$ cat src/rtl/mult_pkg.sv
// Shared definitions for the sequential shift-add multiplier family:
// FSM state encodings and the operand sign/zero-extend helper.
package mult_pkg;

  localparam logic [1:0] IDLE = 2'b00;
  localparam logic [1:0] RUN  = 2'b01;
  localparam logic [1:0] DONE = 2'b10;

  // Widest operand the extend helper supports; callers slice the low 2*WIDTH bits.
  localparam int unsigned MAX_WIDTH = 32;

  function automatic logic [2*MAX_WIDTH-1:0] extend_operand(
    input logic [MAX_WIDTH-1:0] value,
    input int unsigned          width,
    input logic                 sign_extend
  );
    logic                     fill;
    logic [2*MAX_WIDTH-1:0]   result;
    fill   = sign_extend & value[5'(width - 1)];
    result = {(2*MAX_WIDTH){fill}};
    for (int unsigned i = 0; i < MAX_WIDTH; i++) begin
      if (i < width) begin
        result[i] = value[i];
      end
    end
    return result;
  endfunction

endpackage

$ cat src/rtl/seq_mult_param.sv
// Parametrised sequential shift-add multiplier, signed or unsigned, one
// multiplier bit retired per clock behind a 4-phase start/done handshake.
module seq_mult_param
  import mult_pkg::*;
#(
  parameter int WIDTH = 4
) (
  input  logic               clock,
  input  logic               reset_n,
  input  logic               start,
  input  logic               signed_mode,
  input  logic [WIDTH-1:0]   data_a,
  input  logic [WIDTH-1:0]   data_b,
  output logic               busy,
  output logic               done,
  output logic [2*WIDTH-1:0] product
);

  localparam int PW = 2 * WIDTH;
  localparam int CW = $clog2(WIDTH);
  localparam logic [CW-1:0] LAST = CW'(WIDTH - 1);

  logic [1:0]             state;
  logic [1:0]             state_next;
  logic [CW-1:0]          count;
  logic                   mode_q;
  logic [PW-1:0]          a_q;
  logic [WIDTH-1:0]       b_q;
  logic [PW-1:0]          acc;
  logic [PW-1:0]          acc_next;
  logic [PW-1:0]          addend;
  logic                   last_step;
  logic [2*MAX_WIDTH-1:0] ext_full;
  logic [PW-1:0]          a_init;
  logic                   unused_ext;

  assign ext_full   = extend_operand(MAX_WIDTH'(data_a), WIDTH, signed_mode);
  assign a_init     = ext_full[PW-1:0];
  assign unused_ext = ^ext_full;

  // In signed mode the multiplier MSB carries negative weight, so the last step subtracts.
  always_comb begin
    state_next = state;
    last_step  = (count == LAST);
    addend     = b_q[0] ? a_q : '0;
    acc_next   = (last_step && mode_q) ? (acc - addend) : (acc + addend);
    case (state)
      IDLE:    if (start)     state_next = RUN;
      RUN:     if (last_step) state_next = DONE;
      DONE:    if (!start)    state_next = IDLE;
      default:                state_next = IDLE;
    endcase
  end

  always_ff @(posedge clock or negedge reset_n) begin
    if (!reset_n) begin
      state   <= IDLE;
      busy    <= 1'b0;
      done    <= 1'b0;
      product <= '0;
      count   <= '0;
      mode_q  <= 1'b0;
      a_q     <= '0;
      b_q     <= '0;
      acc     <= '0;
    end else begin
      state <= state_next;
      busy  <= (state_next == RUN);
      done  <= (state_next == DONE);
      case (state)
        IDLE: begin
          if (start) begin
            mode_q <= signed_mode;
            a_q    <= a_init;
            b_q    <= data_b;
            acc    <= '0;
            count  <= '0;
          end
        end
        RUN: begin
          acc   <= acc_next;
          a_q   <= a_q << 1;
          b_q   <= b_q >> 1;
          count <= count + CW'(1);
          if (last_step) begin
            product <= acc_next;
          end
        end
        default: ;
      endcase
    end
  end

endmodule

$ cat config.mk
export PLATFORM = sky130hd
export DESIGN_NAME = seq_mult_param
export DESIGN_NICKNAME = d
export VERILOG_FILES = /design/src/rtl/mult_pkg.sv /design/src/rtl/seq_mult_param.sv
export SDC_FILE = /design/constraint.sdc
export NUM_CORES = 1
export LEC_CHECK = 0
export BUFFER_PORTS_ARGS = -buffer_cell sky130_fd_sc_hd__buf_2
export CAP_MARGIN = 40
export CELL_PAD_IN_SITES_DETAIL_PLACEMENT = 0
export CELL_PAD_IN_SITES_GLOBAL_PLACEMENT = 2
export CORE_MARGIN = 8
export CORE_UTILIZATION = 33
export CTS_CLUSTER_SIZE = 28
export DETAILED_ROUTE_END_ITERATION = 12
export PLACE_DENSITY = 0.86
export SLEW_MARGIN = 40
export SYNTH_ARGS = -nofsm -noshare
export SYNTH_HDL_FRONTEND = slang
export SYNTH_SLANG_ARGS = --single-unit
export TNS_END_PERCENT = 50
$ cat constraint.sdc
create_clock -name clock -period 2.45 [get_ports clock]
set_clock_uncertainty 0.15 [all_clocks]
set_input_delay 0.6125 -clock clock [delete_from_list [all_inputs] [get_ports clock]]
set_output_delay 0.6125 -clock clock [all_outputs]
set_load 0.005 [all_outputs]
Yosys cells after proc, flatten, opt, wreduce, memory -nomap -nowiden
Cells that the tools add are included.

Register bits after elaboration: 35. Bits in latches: 0. Bits in writable memories: 0. Memory bits (read-only): 0. Input bits: 12. Output and inout bits: 10. Logic and storage cells: 39. Memories: 0.

$add $sub $neg: 3. Multiply operators: 0. Div/mod/pow operators: 0. Magnitude comparators: 0. Eq/ne operators: 6. Shift-type cells: 0. Muxes and demuxes: 14. Bitwise operators: 1. Reductions and logical operators: 6.

Operators with widths (number): 2-to-1 mux 8 bit (4); case mux 8 bit (2 select lines) (2); adder 8 bit (1); 2-to-1 mux 2 bit (4); case mux 4 bit (2 select lines) (1); subtractor 8 bit (1); == test 2 bit, second input constant (3); case mux 2 bit (3 select lines) (1); AND reduction 2 bit (3); == test 2 x 1 -> 1 bit, second input constant (2); 2-to-1 mux 4 bit (1); case mux 2 bit (2 select lines) (1); adder 2 x 1 -> 2 bit, second input constant (1); logical NOT 2 bit (1); != test 2 bit, second input constant (1); nonzero test 2 bit (1); AND 1 bit (1); logical AND 1 bit (1).

Logic depth before layout (Yosys ltp)
Gate-level depths: netlist of the first run.

Depth after elaboration: 4. Depth in mapped cells: 12. Gate-level depth less buffers: 12.

Worst setup path before layout of the first run
OpenSTA, ideal clock, no wires.

Path kind: register -> register. Start point: register count[0]. End point: register acc[6]. Setup time: 69 ps. Arrival time: 2488 ps. Data required time: 2231 ps. Path slack: -257 ps. Cell stages (with the launch flop): 11. Path buffers: 0. Clock period less this slack: 2707 ps. Path through: dfrtp_1 > ha_1 > a21boi_2 > o21ai_0 > xnor2_1 > ha_1 > nor2b_1 > o21ai_0 > a21oi_1 > or4_1 > nand3_1.

Word-level cells in the longest chain between the ends: 4.

Ends and longest elaborated chain: start: declaration (RTL line seq_mult_param.sv:25) `logic [CW-1:0] count;`; start signal: assignment (RTL line seq_mult_param.sv:84) `count <= count + CW'(1);`; == test 2 bit (RTL line seq_mult_param.sv:44) `last_step = (count == LAST);`; logical AND 1 bit (RTL line seq_mult_param.sv:46) `acc_next = (last_step && mode_q) ? (acc - addend) : (acc + addend);`; 2-to-1 mux 8 bit (RTL line seq_mult_param.sv:46); case mux 8 bit (2 select lines) (RTL line seq_mult_param.sv:70) `case (state)`; end signal: assignment (RTL line seq_mult_param.sv:81) `acc <= acc_next;`; end: declaration (RTL line seq_mult_param.sv:29) `logic [PW-1:0] acc;`.

No other way between the ends. A chain may end at the register's enable or synchronous reset.

Worst setup path in the final report of the first run
Start point: register a_q[3]. End point: register product[6].

Word-level cells in the longest chain between the ends: 3. Elaborated cells on any way between the ends: 4. Classes of those cells: 2 x add/sub; 2 x mux.

Ends and longest elaborated chain: start: declaration (RTL line seq_mult_param.sv:27) `logic [PW-1:0] a_q;`; start signal: assignment (RTL line seq_mult_param.sv:74) `a_q <= a_init;`; start signal: assignment (RTL line seq_mult_param.sv:82) `a_q <= a_q << 1;`; 2-to-1 mux 8 bit * (RTL line seq_mult_param.sv:45) `addend = b_q[0] ? a_q : '0;`; adder 8 bit / subtractor 8 bit (equally long branches) (RTL line seq_mult_param.sv:46); 2-to-1 mux 8 bit * (RTL line seq_mult_param.sv:46); end signal: assignment (RTL line seq_mult_param.sv:86) `product <= acc_next;`; end: declaration (RTL line seq_mult_param.sv:16) `output logic [2*WIDTH-1:0] product`.

Every way passes the cells marked *; elsewhere a longest branch is shown, timed or not.

==> results.json, run 1 <==
{
  "grtUsageMet3": 0.0391,
  "seqPwrFrac": 0.262,
  "io_buffers": 21,
  "finalWirelength_um": 4220,
  "end_kind": "register",
  "pwr-share-comb": 0.627,
  "grt_pass1_vias": 1552,
  "worstPathArrival_ps": 2570,
  "drcViolationCount": 0,
  "cts_tree": "built",
  "antenna_left": 0,
  "numCtsBuffers": 5,
  "holdWs_ps": 115,
  "dp_hpwl_um": 3040,
  "clk_latency_ps": 290,
  "maxCapViolCount": 0,
  "routed_via_density": 4.86,
  "crit_type": "register to register",
  "min_period_ps": 2490,
  "async_reset_ff_frac": 1.00,
  "p_int_mw": 2.38,
  "synth_ff_type": "dfrtp_1",
  "min_path_type": "input port to asynchronous set/reset pin",
  "grtUsageMet1": 0.136,
  "cpPeakStageDelay_ps": 580,
  "cp_cell_sequence": "or4_4 > o31ai_4 > xnor2_1 > ha_1 > nand2b_1 > or4_1 > nand3_1",
  "ir_worst_vdd_v": 0.000618,
  "io_pins": 22,
  "switchingPower_mw": 1.66,
  "ctsHoldBuffers": 0,
  "worstMarginPinSlew_ps": 446,
  "fmax_mhz": 401,
  "cts-root-buf": "clkbuf_8",
  "final_area_sq_um": 2440,
  "ys_seq_elements": 35,
  "cts_sinks": 35,
  "swShare": 0.410,
  "die_w_um": 92.1,
  "core_sq_um": 5540,
  "grt_overflow": 0,
  "syn_area_per_cell_sq_um": 9.85,
  "fin_nets": 260,
  "syn_inst": 194,
  "cts_htree_levels": 2,
  "top_usage_layer": "met2",
  "clockPowerShare": 0.111,
  "synth.distinct_cells": 38,
  "fin_util": 0.440,
  "die_h_um": 92.1,
  "finalSetupViolCount": 4,
  "cts.path.max_buffers": 2,
  "clk_pin_slew_ps": 80,
  "std_cell_rows": 27,
  "gp_congestion": 0.821,
  "p_leak_nw": 1.13,
  "antenna_found_initial": 0,
  "vias": 1517,
  "cp-start-kind": "register",
  "grt_max_degree": 36,
  "die-area_sq_um": 8490,
  "setup_ws_ps": -42.7,
  "synth-seq-area-share": 0.458,
  "final_max_slew_viol_count": 0,
  "wl_per_cell_um": 13.5,
  "max-slew-margin-rel": 0.702,
  "grt_usage": 0.106,
  "power_density_nw_per_um2": 1660,
  "yosys_warnings": 0,
  "place_area_sq_um": 2230,
  "dr.pass1.iters": 4,
  "synthesis.area_sq_um": 1910,
  "cp.required_ps": 2520,
  "diodes": 0,
  "grt_pass1_wl_um": 7330,
  "synthesis.nets": 215,
  "initial_utilization": 0.345,
  "synth-edff-count": 0,
  "use_met2": 0.159,
  "areaGrowthSynthToFinish_pct": 27.6,
  "violations": "setup timing",
  "initialDrtViolationCount": 34,
  "hold_violations": 0,
  "cp_max_fo": 4,
  "grt_setup_unrepaired": "yes",
  "period_share": 1.02,
  "slowest_stage": "or4_4",
  "drive_gt1_frac": 0.317,
  "run_status": "complete, but fails checks"
}
## sequential cells by signal, summed over array words and instances (netlist names)
signal / count
product: 8
state: 2
count: 2
mode_q: 1
busy: 1
a_q: 8
b_q: 4
done: 1
acc: 8
## power by group through the flow
stage | sequential, mW | clock, mW | combinational, mW
floorplan | 1.02 | 0 | 1.62
global placement | 1.07 | 0 | 2.23
detailed placement | 1.06 | 0 | 2.27
CTS | 1.06 | 0.463 | 2.51
global route | 1.10 | 0.485 | 2.83
finish | 1.06 | 0.448 | 2.53
## through the flow
step / std cells / total power [mW] / TNS [ps] / setup WS [ps]
after floorplan: 194 / 2.65 / -106 / -53.0
after global placement: 297 / 3.29 / -310 / -138
after detailed placement: 297 / 3.33 / -439 / -110
after CTS: 311 / 4.04 / -189 / -57.8
after global routing: 312 / 4.41 / -961 / -156
final: 312 / 4.04 / -89.5 / -42.7
## final cells by class
class	count	area [sq um]
clock buffers	6	82.6
clock inverters	2	16.3
fillers	550	3100
inverters	5	18.8
multi-input cells	145	1050
flip-flops and latches	35	876
well taps	72	90.1
repair buffers	47	303
## logic make-up (layout without fill, tap and decap cells)
| group | count (synthesis) | count (layout) | synth area share |
|---|---|---|---|
| fa+ha+maj | 9 | 9 | 0.0628 |
| mux | 9 | 9 | 0.0497 |
| simple gates | 64 | 64 | 0.165 |
| flops | 35 | 35 | 0.458 |
| buf+inv | 14 | 60 | 0.0334 |
| xor+xnor | 12 | 12 | 0.0550 |
| compound gates | 51 | 51 | 0.176 |
## final timing paths
| path | start | endpoint | slack (ps) | depth (start not counted) |
|---|---|---|---|---|
| hold reg to reg | b_q[2]$_DFFE_PN0P_ | b_q[2]$_DFFE_PN0P_ | 340 | 2 |
| max in group asynchronous | reset_n | b_q[0]$_DFFE_PN0P_ | 1720 | 1 |
| setup / recovery | a_q[3]$_DFFE_PN0P_ | product[6]$_DFFE_PN0P_ | -40 | 7 |
| hold / removal | reset_n | product[2]$_DFFE_PN0P_ | 120 | 1 |
| min in group clock | b_q[2]$_DFFE_PN0P_ | b_q[2]$_DFFE_PN0P_ | 340 | 2 |
| setup reg to reg | a_q[3]$_DFFE_PN0P_ | product[6]$_DFFE_PN0P_ | -40 | 7 |
## synthesized netlist by cell type, types with 2 or more instances
cell type  count  area share
a21oi_1        8       0.021
a22o_1         4       0.018
a22oi_1        6       0.024
clkbuf_1       6       0.012
dfrtp_1       35        0.46
ha_1           8       0.052
inv_1          5      0.0098
mux2_2         4       0.024
mux2i_1        5       0.026
nand2_1       31       0.061
nand2b_1       6       0.020
nand3_1        4       0.010
nor2_1         4      0.0079
nor2b_1       10       0.033
nor3_1         2      0.0052
o21ai_0       21       0.055
o21ai_1        2      0.0052
o31ai_1        2      0.0079
or4_1          2      0.0079
xnor2_1       10       0.046
xor2_1         2      0.0092
## cells in the final DEF, fill, tap and decap left out, types with 2 or more instances in the layout
master	Yosys	routed
dfrtp_1	35	35
nand2_1	31	30
buf_4	0	27
buf_2	1	20
o21ai_0	21	18
xnor2_1	10	10
nor2b_1	10	7
nand2b_1	6	6
a22oi_1	6	6
ha_1	8	6
clkbuf_8	1	6
inv_1	5	5
a21oi_1	8	5
mux2i_1	5	5
nor2_1	4	4
nand3_1	4	4
a22o_1	4	4
mux2_2	4	4
o21ai_1	2	3
a21oi_2	0	3
xor2_1	2	2
nor2b_2	0	2
o21ai_2	0	2
or4_1	2	2
nor3_1	2	2
## critical path, delay by kind of cell, from the launching register on
family                   cells  cell delay [ps]
XOR/XNOR                     1              100
flip-flops                   1              380
AND/OR/NAND/NOR              4             1290
adder cells (fa/ha/maj)      1              330
AO/OA/AOI/OAI                1              190
## metal layers
metal | vias to the layer above | part of all wire
li1 | 770 | -
met1 | 711 | 0.48
met2 | 27 | 0.46
met3 | 9 | 0.050
met4 | 0 | 0.012
met5 | - | 0
## repair_timing
item / in CTS / in global routing
resized for setup: 13 / 2
pin swaps: 17 / 7
setup buffers: 6 / 1
endpoints found under the setup margin: 8 / 10
No activity file was read; power rests on OpenSTA's default activity.
==> run 2: changes to the inputs <==
--- a/config.mk
+++ b/config.mk
@@ -14,6 +14,7 @@
 export CTS_CLUSTER_SIZE = 28
 export DETAILED_ROUTE_END_ITERATION = 12
 export PLACE_DENSITY = 0.86
+export SETUP_SLACK_MARGIN = 0.05
 export SLEW_MARGIN = 40
 export SYNTH_ARGS = -nofsm -noshare
 export SYNTH_HDL_FRONTEND = slang
==> results.json, run 2 (synthesis gave the netlist of run 1 again) <==
{
  "ctsHoldBuffers": 0,
  "fin_nets": 253,
  "final_area_sq_um": 2400,
  "pwr-share-comb": 0.606,
  "p_int_mw": 2.35,
  "seqPwrFrac": 0.267,
  "crit_type": "register to register",
  "dp_hpwl_um": 3080,
  "swShare": 0.412,
  "diodes": 0,
  "finalSetupViolCount": 5,
  "grt_pass1_vias": 1476,
  "grt_max_degree": 36,
  "wl_met2_um": 1990,
  "cp-start-kind": "register",
  "initial_utilization": 0.345,
  "cts_sinks": 35,
  "grt_usage": 0.103,
  "dr.pass1.iters": 4,
  "final_common_cell": "dfrtp_1",
  "clockPowerShare": 0.127,
  "cts.path.max_buffers": 2,
  "drcViolationCount": 0,
  "grt_setup_unrepaired": "yes",
  "min_period_ps": 2520,
  "rr_worst_depth": 8,
  "p_total_mw": 3.99,
  "place_area_sq_um": 2220,
  "nFillCells": 573,
  "fmax_mhz": 397,
  "routed_via_density": 4.92,
  "top_layer_used": "met4",
  "holdWs_ps": 111,
  "io_buffers": 21,
  "period_share": 1.03,
  "cp_max_fo": 4,
  "worstPathArrival_ps": 2530,
  "grt_pass1_wl_um": 7110,
  "final_cell_mix": "35 x dfrtp_1, 28 x nand2_1, 20 x buf_2, 20 x buf_4, 17 x o21ai_0",
  "final_max_slew_viol_count": 0,
  "finalWirelength_um": 4270,
  "violations": "setup timing",
  "drive_gt1_frac": 0.302,
  "route.met3.wl_um": 175,
  "timing.rr.start": "a_q[3]$_DFFE_PN0P_",
  "areaGrowthSynthToFinish_pct": 25.7,
  "cts_htree_levels": 2,
  "min_path_type": "input port to asynchronous set/reset pin",
  "preCtsSetupSlack_ps": -88.2,
  "cts_tree": "built",
  "io_pins": 22,
  "wl_per_cell_um": 14.1,
  "regToRegSetupSlack_ps": -70,
  "clk_latency_ps": 290,
  "antenna_found_initial": 0,
  "clk_pin_slew_ps": 80,
  "critPathLaunch": "a_q[3]$_DFFE_PN0P_",
  "numCtsBuffers": 5,
  "max-slew-margin-rel": 0.698,
  "fin_setup_tns_ps": -216,
  "wl_met1_um": 2080,
  "die_w_um": 92.1,
  "reg.largest.list": "a_q x8, acc x8, product x8",
  "antenna_left": 0,
  "die_h_um": 92.1,
  "p_leak_nw": 1.10,
  "cts-root-buf": "clkbuf_8",
  "ir_worst_vdd_v": 0.000542,
  "reg2reg_to": "product[7]$_DFFE_PN0P_",
  "core_sq_um": 5540,
  "worstMarginPinSlew_ps": 453,
  "run_status": "complete, but fails checks",
  "initialDrtViolationCount": 37,
  "vias": 1495,
  "power_density_nw_per_um2": 1660,
  "maxCapViolCount": 0,
  "switchingPower_mw": 1.64,
  "cp.required_ps": 2460,
  "die-area_sq_um": 8490,
  "std_cell_rows": 27,
  "hold_violations": 0,
  "end_kind": "register",
  "grt_overflow": 0,
  "setup_ws_ps": -70.7,
  "gp_congestion": 0.782
}
-- run 2: repair_timing --
| action | in CTS | in global routing |
|---|---|---|
| gates resized for setup | 5 | 12 |
| gates cloned | 0 | 0 |
| pin swaps | 9 | 6 |
| endpoints found under the hold margin | 0 | 0 |
| setup endpoints to repair | 9 | 10 |
| buffers inserted | 1 | 1 |
-- run 2: per-stage QoR --
step           cells  utilization
2_1_floorplan    194            -
3_3_place_gp     295        0.401
3_5_place_dp     295        0.401
4_1_cts          303        0.425
5_1_grt          304        0.434
6_report         304        0.434
-- run 2: worst max path at each step --
stage                                   to
global placement        acc[6]$_DFFE_PN0P_
global route            acc[6]$_DFFE_PN0P_
CTS                 product[7]$_DFFE_PN0P_
finish              product[7]$_DFFE_PN0P_
floorplan               acc[6]$_DFFE_PN0P_
detailed placement  product[6]$_DFFE_PN0P_
-- run 2: final cells by class --
cell class / count / area [sq um] / share of cell area
multi-input combinational: 145 / 1060 / 0.442
sequential: 35 / 876 / 0.364
timing repair buffer: 40 / 250 / 0.104
tap: 72 / 90.1 / 0.0375
clock buffer: 5 / 68.8 / 0.0286
clock inverter: 2 / 37.5 / 0.0156
inverter: 5 / 18.8 / 0.00781
-- run 2: worst max-delay path, cell delays in order, from the launching register on --
cell	delay [ps]
dfrtp_1	380
or4_4	580
nand2_2	110
xnor2_2	60
ha_1	320
a21o_1	200
o41ai_2	320
xnor2_1	190
o21ai_1	80
-- run 2: power by group through the flow --
stage / clock, mW / sequential [mW] / combinational [mW]
floorplan: 0 / 1.02 / 1.64
global placement: 0 / 1.06 / 2.22
detailed placement: 0 / 1.07 / 2.27
CTS: 0.521 / 1.06 / 2.34
global route: 0.552 / 1.10 / 2.69
finish: 0.508 / 1.06 / 2.42
-- run 2: per-layer routing --
metal | GRT usage | vias up
met5 | 0 | -
met4 | 0.0242 | 0
met3 | 0.0383 | 5
met2 | 0.156 | 23
met1 | 0.135 | 713
li1 | - | 754
==> run 3: changes to the inputs <==
--- a/config.mk
+++ b/config.mk
@@ -9,7 +9,6 @@
 export CAP_MARGIN = 40
 export CELL_PAD_IN_SITES_DETAIL_PLACEMENT = 0
 export CELL_PAD_IN_SITES_GLOBAL_PLACEMENT = 2
-export CORE_MARGIN = 8
 export CORE_UTILIZATION = 33
 export CTS_CLUSTER_SIZE = 28
 export DETAILED_ROUTE_END_ITERATION = 12
==> constraint.sdc (replaced) <==
create_clock -name clock -period 2.45 [get_ports clock]
set_clock_uncertainty 0.15 [all_clocks]
set_input_delay 0.1225 -clock clock [delete_from_list [all_inputs] [get_ports clock]]
set_output_delay 0.1225 -clock clock [all_outputs]
set_load 0.005 [all_outputs]
==> results.json, run 3 (synthesis gave the netlist of run 1 again) <==
{
  "run_status": "complete, but fails checks",
  "violations": "setup timing",
  "worstMarginPinSlew_ps": 599,
  "critPathLaunch": "a_q[3]$_DFFE_PN0P_",
  "timing.rr.start": "a_q[3]$_DFFE_PN0P_",
  "routed_via_density": 4.85,
  "clk_latency_ps": 280,
  "rr_worst_depth": 7,
  "pwr-share-comb": 0.633,
  "swShare": 0.414,
  "die-area_sq_um": 6100,
  "ir_worst_vdd_v": 0.000658,
  "wl_per_cell_um": 13.1,
  "slowest_stage": "or4_4",
  "final_cell_mix": "35 x dfrtp_1, 30 x nand2_1, 23 x buf_4, 20 x buf_2, 18 x o21ai_0",
  "dp_hpwl_um": 2960,
  "drive_gt1_frac": 0.291,
  "route.met3.wl_um": 111,
  "cp.required_ps": 2520,
  "reg.largest.list": "a_q x8, acc x8, product x8",
  "end_kind": "register",
  "final_area_sq_um": 2500,
  "regToRegSetupSlack_ps": -30,
  "fmax_mhz": 403,
  "clk_pin_slew_ps": 70,
  "finalNonFillerCells": 316,
  "grt_usage": 0.150,
  "hold_violations": 0,
  "p_leak_nw": 1.15,
  "grt_setup_unrepaired": "yes",
  "final_max_slew_viol_count": 0,
  "antenna_left": 0,
  "initial_utilization": 0.345,
  "cp_max_fo": 4,
  "die_w_um": 78.1,
  "wl_met1_um": 2030,
  "drcViolationCount": 0,
  "place_area_sq_um": 2230,
  "grt_max_degree": 36,
  "seqPwrFrac": 0.263,
  "areaGrowthSynthToFinish_pct": 30.8,
  "power_density_nw_per_um2": 1610,
  "numCtsBuffers": 5,
  "cts-root-buf": "clkbuf_8",
  "io_buffers": 21,
  "cts_htree_levels": 2,
  "clockPowerShare": 0.104,
  "min_period_ps": 2480,
  "dr.pass1.iters": 4,
  "hp-start": "data_a[3]",
  "cts.path.max_buffers": 2,
  "gp_congestion": 0.759,
  "io_pins": 22,
  "grt_pass1_vias": 1511,
  "cpPeakStageDelay_ps": 570,
  "grt_overflow": 0,
  "diodes": 0,
  "std_cell_rows": 27,
  "wl_met2_um": 1960,
  "final_common_cell": "dfrtp_1",
  "antenna_found_initial": 0,
  "vias": 1532,
  "crit_type": "register to register",
  "cts_tree": "built",
  "switchingPower_mw": 1.67,
  "maxCapViolCount": 0,
  "finalWirelength_um": 4140,
  "fin_setup_tns_ps": -121,
  "p_int_mw": 2.37,
  "worstPathArrival_ps": 2550,
  "setup_ws_ps": -32.8,
  "hold_depth": 3,
  "die_h_um": 78.1,
  "top_layer_used": "met4",
  "cp_cell_sequence": "or4_4 > o31ai_2 > xnor2_1 > ha_1 > nand2b_1 > or4_1 > nand3_1",
  "timing.hold.worst_endpoint": "a_q[4]$_DFFE_PN0P_",
  "cts_sinks": 35,
  "core_sq_um": 5540,
  "reg2reg_to": "acc[6]$_DFFE_PN0P_",
  "finalSetupViolCount": 4,
  "cp-start-kind": "register",
  "min_path_type": "input port to register",
  "grt_pass1_wl_um": 7040,
  "max-slew-margin-rel": 0.600,
  "initialDrtViolationCount": 22,
  "period_share": 1.01,
  "dp_cells": 296,
  "fin_nets": 265
}
## run 3: cell count changes in the layout (fill, tap and decap cells not counted), sizes merged
cell         change
buf              +3
clkinv           +1
clkinvlp         -1
clkbuf           +1
dlygate4sd3      +9
bufinv           -1
## run 3: how the worst max path moves through the flow
stage / to / slack [ps] / depth (start not counted)
global route: product[6]$_DFFE_PN0P_ / -170 / 10
CTS: product[6]$_DFFE_PN0P_ / -50 / 7
global placement: acc[6]$_DFFE_PN0P_ / -50 / 10
finish: acc[6]$_DFFE_PN0P_ / -30 / 7
detailed placement: product[6]$_DFFE_PN0P_ / -90 / 7
floorplan: acc[6]$_DFFE_PN0P_ / 0.3 / 7
## run 3: final cells by class
| type | instances | area, sq um |
|---|---|---|
| clock buffers | 6 | 82.6 |
| multi-input cells | 145 | 1070 |
| inverters | 5 | 18.8 |
| flip-flops and latches | 35 | 876 |
| repair buffers | 52 | 363 |
| well taps | 72 | 90.1 |
| clock inverters | 1 | 5.00 |
| fillers | 551 | 3040 |
## run 3: repair_timing
item                                    in CTS  in global routing
gates resized for setup                      4                 12
endpoints found under the setup margin       8                 10
buffers inserted                             0                  4
pin swaps                                    7                 10
hold buffers                                 9                  0
hold endpoints to repair                    43                  0
## run 3: through the flow
step	util	total power, mW	hold slack, ps	worst slack, ps
CTS	0.437	3.81	36.5	-45.8
global route	0.451	4.43	48.7	-172
detailed placement	0.402	3.32	104	-88.7
floorplan	-	2.66	-323	0.324
global placement	0.402	3.29	103	-48.6
finish	0.451	4.04	45.5	-32.8
## run 3: power by group through the flow
stage               combinational (mW)  clock, mW  sequential, mW
floorplan                         1.64          0            1.02
global placement                  2.22          0            1.07
detailed placement                2.25          0            1.07
CTS                               2.31      0.435            1.07
global route                      2.87      0.459            1.10
finish                            2.55      0.420            1.06
## run 3: per-layer routing
metal | GRT usage | vias up
met1 | 0.194 | 736
met3 | 0.0349 | 5
met2 | 0.244 | 18
met4 | 0.0556 | 0
met5 | 0 | -
li1 | - | 773
## run 3: worst max-delay path: cells and delay by family, from the launching register on
family	cells	cell delay (ps)
adders and majority gates	1	330
AOI/OAI and AO/OA	1	220
xor gates and xnor gates	1	110
and+or+nand+nor	4	1220
DFF	1	380
